### src/rtl/muldiv_unit.sv
// Multi-cycle multiply/divide unit with architectural HI/LO registers for the EX stage.
// Define DIV_EARLY_EXIT_EN to skip the divider's leading-zero iterations of |a|.
module muldiv_unit #(
    parameter int WIDTH   = 32,
    parameter int MUL_LAT = 2
) (
    input  logic             clk,
    input  logic             rst,
    input  logic             start,
    input  logic [2:0]       op,
    input  logic [WIDTH-1:0] a,
    input  logic [WIDTH-1:0] b,
    input  logic             flush,
    output logic             busy,
    output logic             done,
    output logic [WIDTH-1:0] result,
    output logic             dz,
    output logic [WIDTH-1:0] hi,
    output logic [WIDTH-1:0] lo
);

    localparam int CW = $clog2(WIDTH + 1);

    localparam logic [2:0] OP_MULT  = 3'b000;
    localparam logic [2:0] OP_MULTU = 3'b001;
    localparam logic [2:0] OP_DIV   = 3'b010;
    localparam logic [2:0] OP_DIVU  = 3'b011;
    localparam logic [2:0] OP_MUL   = 3'b100;
    localparam logic [2:0] OP_MTHI  = 3'b101;
    localparam logic [2:0] OP_MTLO  = 3'b110;

    typedef enum logic [2:0] {S_IDLE, S_MUL, S_DIV, S_FIX, S_DONE} state_t;

    state_t           state, next_state;
    logic [2:0]       op_q;
    logic [WIDTH-1:0] a_q, b_q;
    logic [2:0]       mul_cnt;
    logic [CW-1:0]    div_cnt;
    logic [WIDTH-1:0] rem, quo, divisor;

    logic             accept, commit;
    logic [WIDTH-1:0] a_mag, b_mag, quo_init;
    logic [CW-1:0]    div_iters;
    logic [2:0]       commit_op;
    logic [WIDTH-1:0] mul_a, mul_b;
    logic             mul_signed;
    logic [2*WIDTH-1:0] ext_a, ext_b, product;
    logic [WIDTH:0]   shifted_rem;
    logic             rem_ge;
    logic [WIDTH-1:0] step_rem;
    logic             div_signed, div_zero;
    logic [WIDTH-1:0] quo_fix, rem_fix;

    assign accept = (state == S_IDLE) && start && !flush;
    assign commit = (next_state == S_DONE) && (state != S_DONE);

    assign a_mag = (op == OP_DIV && a[WIDTH-1]) ? -a : a;
    assign b_mag = (op == OP_DIV && b[WIDTH-1]) ? -b : b;

`ifdef DIV_EARLY_EXIT_EN
    function automatic logic [CW-1:0] count_lz(input logic [WIDTH-1:0] v);
        logic [CW-1:0] n;
        n = CW'(WIDTH);
        for (int i = 0; i < WIDTH; i++) begin
            if (v[i]) n = CW'(WIDTH - 1 - i);
        end
        return n;
    endfunction

    logic [CW-1:0] lz;

    // A zero divisor keeps the full iteration count so its latency never depends on a.
    always_comb begin
        lz = count_lz(a_mag);
        if (b == '0) begin
            div_iters = CW'(WIDTH);
            quo_init  = a_mag;
        end else begin
            div_iters = CW'(WIDTH) - lz;
            quo_init  = a_mag << lz;
        end
    end
`else
    assign div_iters = CW'(WIDTH);
    assign quo_init  = a_mag;
`endif

    always_ff @(posedge clk or negedge rst) begin
        if (!rst) state <= S_IDLE;
        else      state <= next_state;
    end

    always_comb begin
        next_state = state;
        case (state)
            S_IDLE: begin
                if (accept) begin
                    case (op)
                        OP_MULT, OP_MULTU, OP_MUL: begin
                            if (MUL_LAT == 1) next_state = S_DONE;
                            else              next_state = S_MUL;
                        end
                        OP_DIV, OP_DIVU: begin
                            if (div_iters == '0) next_state = S_FIX;
                            else                 next_state = S_DIV;
                        end
                        default: next_state = S_DONE;
                    endcase
                end
            end
            S_MUL: begin
                if (flush)               next_state = S_IDLE;
                else if (mul_cnt <= 3'd1) next_state = S_DONE;
            end
            S_DIV: begin
                if (flush)                  next_state = S_IDLE;
                else if (div_cnt == CW'(1)) next_state = S_FIX;
            end
            S_FIX:   next_state = flush ? S_IDLE : S_DONE;
            S_DONE:  next_state = S_IDLE;
            default: next_state = S_IDLE;
        endcase
    end

    // One restoring step: the remainder stays below the divisor, so WIDTH+1 bits suffice.
    always_comb begin
        shifted_rem = {rem, quo[WIDTH-1]};
        rem_ge      = shifted_rem >= {1'b0, divisor};
        step_rem    = rem_ge ? WIDTH'(shifted_rem - {1'b0, divisor}) : shifted_rem[WIDTH-1:0];
    end

    always_ff @(posedge clk or negedge rst) begin
        if (!rst) begin
            op_q    <= '0;
            a_q     <= '0;
            b_q     <= '0;
            mul_cnt <= '0;
            div_cnt <= '0;
            rem     <= '0;
            quo     <= '0;
            divisor <= '0;
        end else if (accept) begin
            op_q    <= op;
            a_q     <= a;
            b_q     <= b;
            mul_cnt <= 3'(MUL_LAT - 1);
            div_cnt <= div_iters;
            rem     <= '0;
            quo     <= quo_init;
            divisor <= b_mag;
        end else if (state == S_MUL) begin
            mul_cnt <= mul_cnt - 3'd1;
        end else if (state == S_DIV) begin
            rem     <= step_rem;
            quo     <= {quo[WIDTH-2:0], rem_ge};
            div_cnt <= div_cnt - CW'(1);
        end
    end

    // With MUL_LAT=1 the commit happens on the acceptance edge, so operands come straight from the ports.
    assign commit_op  = (state == S_IDLE) ? op : op_q;
    assign mul_a      = (state == S_IDLE) ? a : a_q;
    assign mul_b      = (state == S_IDLE) ? b : b_q;
    assign mul_signed = (commit_op != OP_MULTU);
    assign ext_a      = mul_signed ? {{WIDTH{mul_a[WIDTH-1]}}, mul_a} : {{WIDTH{1'b0}}, mul_a};
    assign ext_b      = mul_signed ? {{WIDTH{mul_b[WIDTH-1]}}, mul_b} : {{WIDTH{1'b0}}, mul_b};
    assign product    = ext_a * ext_b;

    assign div_signed = (op_q == OP_DIV);
    assign div_zero   = (b_q == '0);
    assign quo_fix    = div_zero ? '1 :
                        (div_signed && (a_q[WIDTH-1] ^ b_q[WIDTH-1])) ? -quo : quo;
    assign rem_fix    = div_zero ? a_q :
                        (div_signed && a_q[WIDTH-1]) ? -rem : rem;

    // result and dz live only for the DONE cycle; they clear on every other edge.
    always_ff @(posedge clk or negedge rst) begin
        if (!rst) begin
            hi     <= '0;
            lo     <= '0;
            result <= '0;
            dz     <= 1'b0;
        end else begin
            result <= '0;
            dz     <= 1'b0;
            if (commit) begin
                case (commit_op)
                    OP_MULT, OP_MULTU: begin
                        hi     <= product[2*WIDTH-1:WIDTH];
                        lo     <= product[WIDTH-1:0];
                        result <= product[WIDTH-1:0];
                    end
                    OP_MUL: result <= product[WIDTH-1:0];
                    OP_DIV, OP_DIVU: begin
                        hi     <= rem_fix;
                        lo     <= quo_fix;
                        result <= quo_fix;
                        dz     <= div_zero;
                    end
                    OP_MTHI: begin
                        hi     <= a;
                        result <= lo;
                    end
                    OP_MTLO: begin
                        lo     <= a;
                        result <= a;
                    end
                    default: result <= lo;
                endcase
            end
        end
    end

    assign busy = (state != S_IDLE);
    assign done = (state == S_DONE);

endmodule
### config.mk
export PLATFORM = sky130hd
export DESIGN_NAME = muldiv_unit
export DESIGN_NICKNAME = d
export VERILOG_FILES = /design/src/rtl/muldiv_unit.sv
export SDC_FILE = /design/constraint.sdc
export NUM_CORES = 2
export LEC_CHECK = 0
export CAP_MARGIN = 20
export CORE_ASPECT_RATIO = 1.75
export CORE_UTILIZATION = 43
export CTS_CLUSTER_SIZE = 8
export DETAILED_ROUTE_END_ITERATION = 10
export SLEW_MARGIN = 20
export SYNTH_ARGS = -nofsm -noshare
export SYNTH_HDL_FRONTEND = slang
export SYNTH_SLANG_ARGS = --single-unit
### constraint.sdc
create_clock -name clk -period 10.6 [get_ports clk]
set_clock_uncertainty 0.2 [all_clocks]
set_input_delay 2.12 -clock clk [delete_from_list [all_inputs] [get_ports clk]]
set_output_delay 2.12 -clock clk [all_outputs]
set_load 0.03 [all_outputs]
==> run metrics <==
worst reg2reg path depth 39; final core occ 0.5455; core box area roughly 150,000 µm²; Post-Syn Area approximately 64,000 µm²; GP Congestion approximately 1.1; Reg clk slew, reported paths around 50 ps; Starting Density 0.4328; Slew Viols, Final 0; Sink Count ~270; clock tree buffer depth 3; CTS root buffer clkbuf_16; simple-gate share of the synthesized area 0.1390; Least-Margin Pin Slew 1243 ps; FF/Latch Area between 6000 and 7000 µm²; number of DRC markers in iteration 0 ~4,800; die height between 500 and 600 µm; CP arrival about 11,000 ps; Hold Crit Start divisor[2]$_DFFE_PN0P_; RSZ-0062 raised after global routing yes; Critical Path Max Stage Delay 790 ps; Synth Area in Compound Gates 0.08459; total gr overflow 0; worst skew pair latency slightly below 600 ps; placed cell areas 76,830 µm²; CTS tree yes; total track usage 0.3816; Hold Vio Cnt, Final 0; Routed Antenna Nets 0; Final period util 1.047; #FFs+latches synth 271; Final Cell Area between 80,000 and 90,000 µm²; # hold bufs at CTS 0; area leader, netlist fa_1; DR DRC count 0; mux contribution to synthesized area 0.01226; main area contributors after synthesis fa_1 (44%), dfrtp_1 (11%), inv_1 (9.2%); filler instances 13,675; Post-Synthesis Mean Instance Area about 8.7 µm²; Hold Path Stages 2; area of the multi-input gates between 50,000 and 60,000 µm²; min cycle time layout approximately 11,000 ps; vias in the first global route between 60,000 and 70,000; area share of the largest cell type after synthesis 0.4427; Worst path top cell family by delay adder cells; I/O pin cnt between 150 and 200; RR Startpoint state[1]$_DFF_PN0_; Yosys warnings 0; final net count just over 10,000; Most used DFF post-synth dfrtp_1; final worst setup slack -499.6 ps; hold path endpoint divisor[2]$_DFFE_PN0P_; Setup CP Type in -> reg; Placed Instances slightly above 10,000; initial antenna violation count 9; WL/cell 27.59 µm; Vias around 57,000; crit path max fanout 6; xor/xnor cell area share of the yosys netlist 0.03451; failing checks negative setup slack; post-synthesis cell type count approximately 80; WL final roughly 290,000 µm; synthesis-to-layout area growth 26.03%; Critical Path RT around 11,000 ps; Setup violations, final 27; die area around 150,000 µm²; asr flop ratio synth 1.000; Mapped Cells 7,354; htree depth 2; largest net degree at the start of global routing roughly 220; Via density approximately 5.5; Fmax 90.09 MHz; Detailed Routing Iterations Pass 1 8; quantity of I/O buffers inserted on ports 169; Post-Layout Cell Count ~10,000; sequential fraction of the synthesis area 0.1056; syn nets 9,193; crit end category flop; slowest CP cell fa_2; Core Rows approximately 190; CTS Buf Count 39; commonest cells in the netlist inv_1 (1,578), fa_1 (1,420), nand2_1 (1,288), nor2_1 (621), ha_1 (348); CP startpoint kind input pin; number of synthesized flops with an enable pin 0; status finished with violations; global-route wire length before repair 407,700 µm; CP Buf/Inv Count 13; main combinational cell family by area after synthesis adder cells; # Max-Cap Violations 0; reg2reg setup slack approximately 90 ps; slew margin rel. 0.1715; most numerous cell in the Yosys netlist inv_1; HP Class reg -> reg; die span in x between 200 and 300 µm; Synth Area in Adders 0.5106; ratio of cells with drive above 1 in the final layout 0.1979; capturing point of the worst reg2reg path hi[20]$_DFFE_PN0P_; Final HPWL DP between 200,000 and 250,000 µm
## tightest hold or removal path, stage by stage, from the launching register on
cell     delay [ps]
dfrtp_1         330
nand2_1          50
o21ai_0          60
## what timing repair did
| item | CTS | global route |
|---|---|---|
| setup buffers | 47 | 43 |
| pin swaps | 183 | 198 |
| cloned | 4 | 3 |
| gates resized for setup | 345 | 233 |
| setup endpoints to repair | 42 | 42 |
## cell type report
cell class,instances,area share
diodes,4,0.0001237
clock buffers,40,0.01211
clock inverters,2,0.0003556
inverters,1579,0.07341
multi-input cells,5152,0.6456
flip-flops and latches,271,0.08380
well taps,1984,0.03068
repair buffers,1307,0.1539
## placed cells by master (no fill, tap or decap), types with 45 or more instances in the layout
cell,count
inv_1,1529
fa_1,1331
nand2_1,1241
buf_4,933
nor2_1,608
ha_1,322
dfrtp_1,271
a21oi_1,208
o21ai_0,173
buf_12,145
xnor2_1,132
clkdlybuf4s50_1,116
xor2_1,103
fa_2,89
a21o_1,64
nand3_1,55
a31oi_1,47
inv_2,45
## metrics by stage
| step | setup slack, ps | setup TNS (ps) | hold WS, ps |
|---|---|---|---|
| global placement | -1868 | -50410 | 263.4 |
| floorplan | -260.2 | -939.2 | 249.8 |
| detailed placement | -1892 | -52910 | 270.8 |
| global route | -680.9 | -11780 | 294.8 |
| finish | -499.6 | -6308 | 275.9 |
| CTS | -323.6 | -3694 | 281.5 |
## sequential cells by signal, indices dropped and copies added, names as in the netlist
name,cells
op_q,3
divisor,31
b_q,32
mul_cnt,3
dz,1
hi,32
a_q,32
state,3
div_cnt,6
lo,32
quo,32
rem,32
result,32
## per-layer routing
| layer | track usage | up-vias | share of wire |
|---|---|---|---|
| li1 | - | 24183 | - |
| met2 | 0.6433 | 2865 | 0.48 |
| met4 | 0.4077 | 6 | 0.14 |
| met3 | 0.06642 | 1209 | 0.070 |
| met1 | 0.3813 | 28761 | 0.31 |
| met5 | 0 | - | 0.00014 |
## worst max-delay path by stage
stage                     startpoint                  to  slack [ps]  cells past startpoint
after floorplan                op[1]  hi[30]$_DFFE_PN0P_        -260                     34
after global placement         b[16]   hi[6]$_DFFE_PN0P_       -1870                     34
after detailed placement       b[16]   hi[6]$_DFFE_PN0P_       -1890                     34
after CTS                      op[1]  hi[30]$_DFFE_PN0P_        -320                     35
after global routing           op[1]  hi[20]$_DFFE_PN0P_        -680                     38
final                          op[1]  hi[20]$_DFFE_PN0P_        -500                     38
## logic make-up after synthesis
group           after synthesis
fa+ha+maj                  1768
simple gates               2187
xor+xnor                    253
compound gates              866
mux                          78
flops                       271
buf+inv                    1931
Power is left out: the tool's default activity adds up to more than one toggle a clock period on the data nets, which glitch-free logic cannot reach.
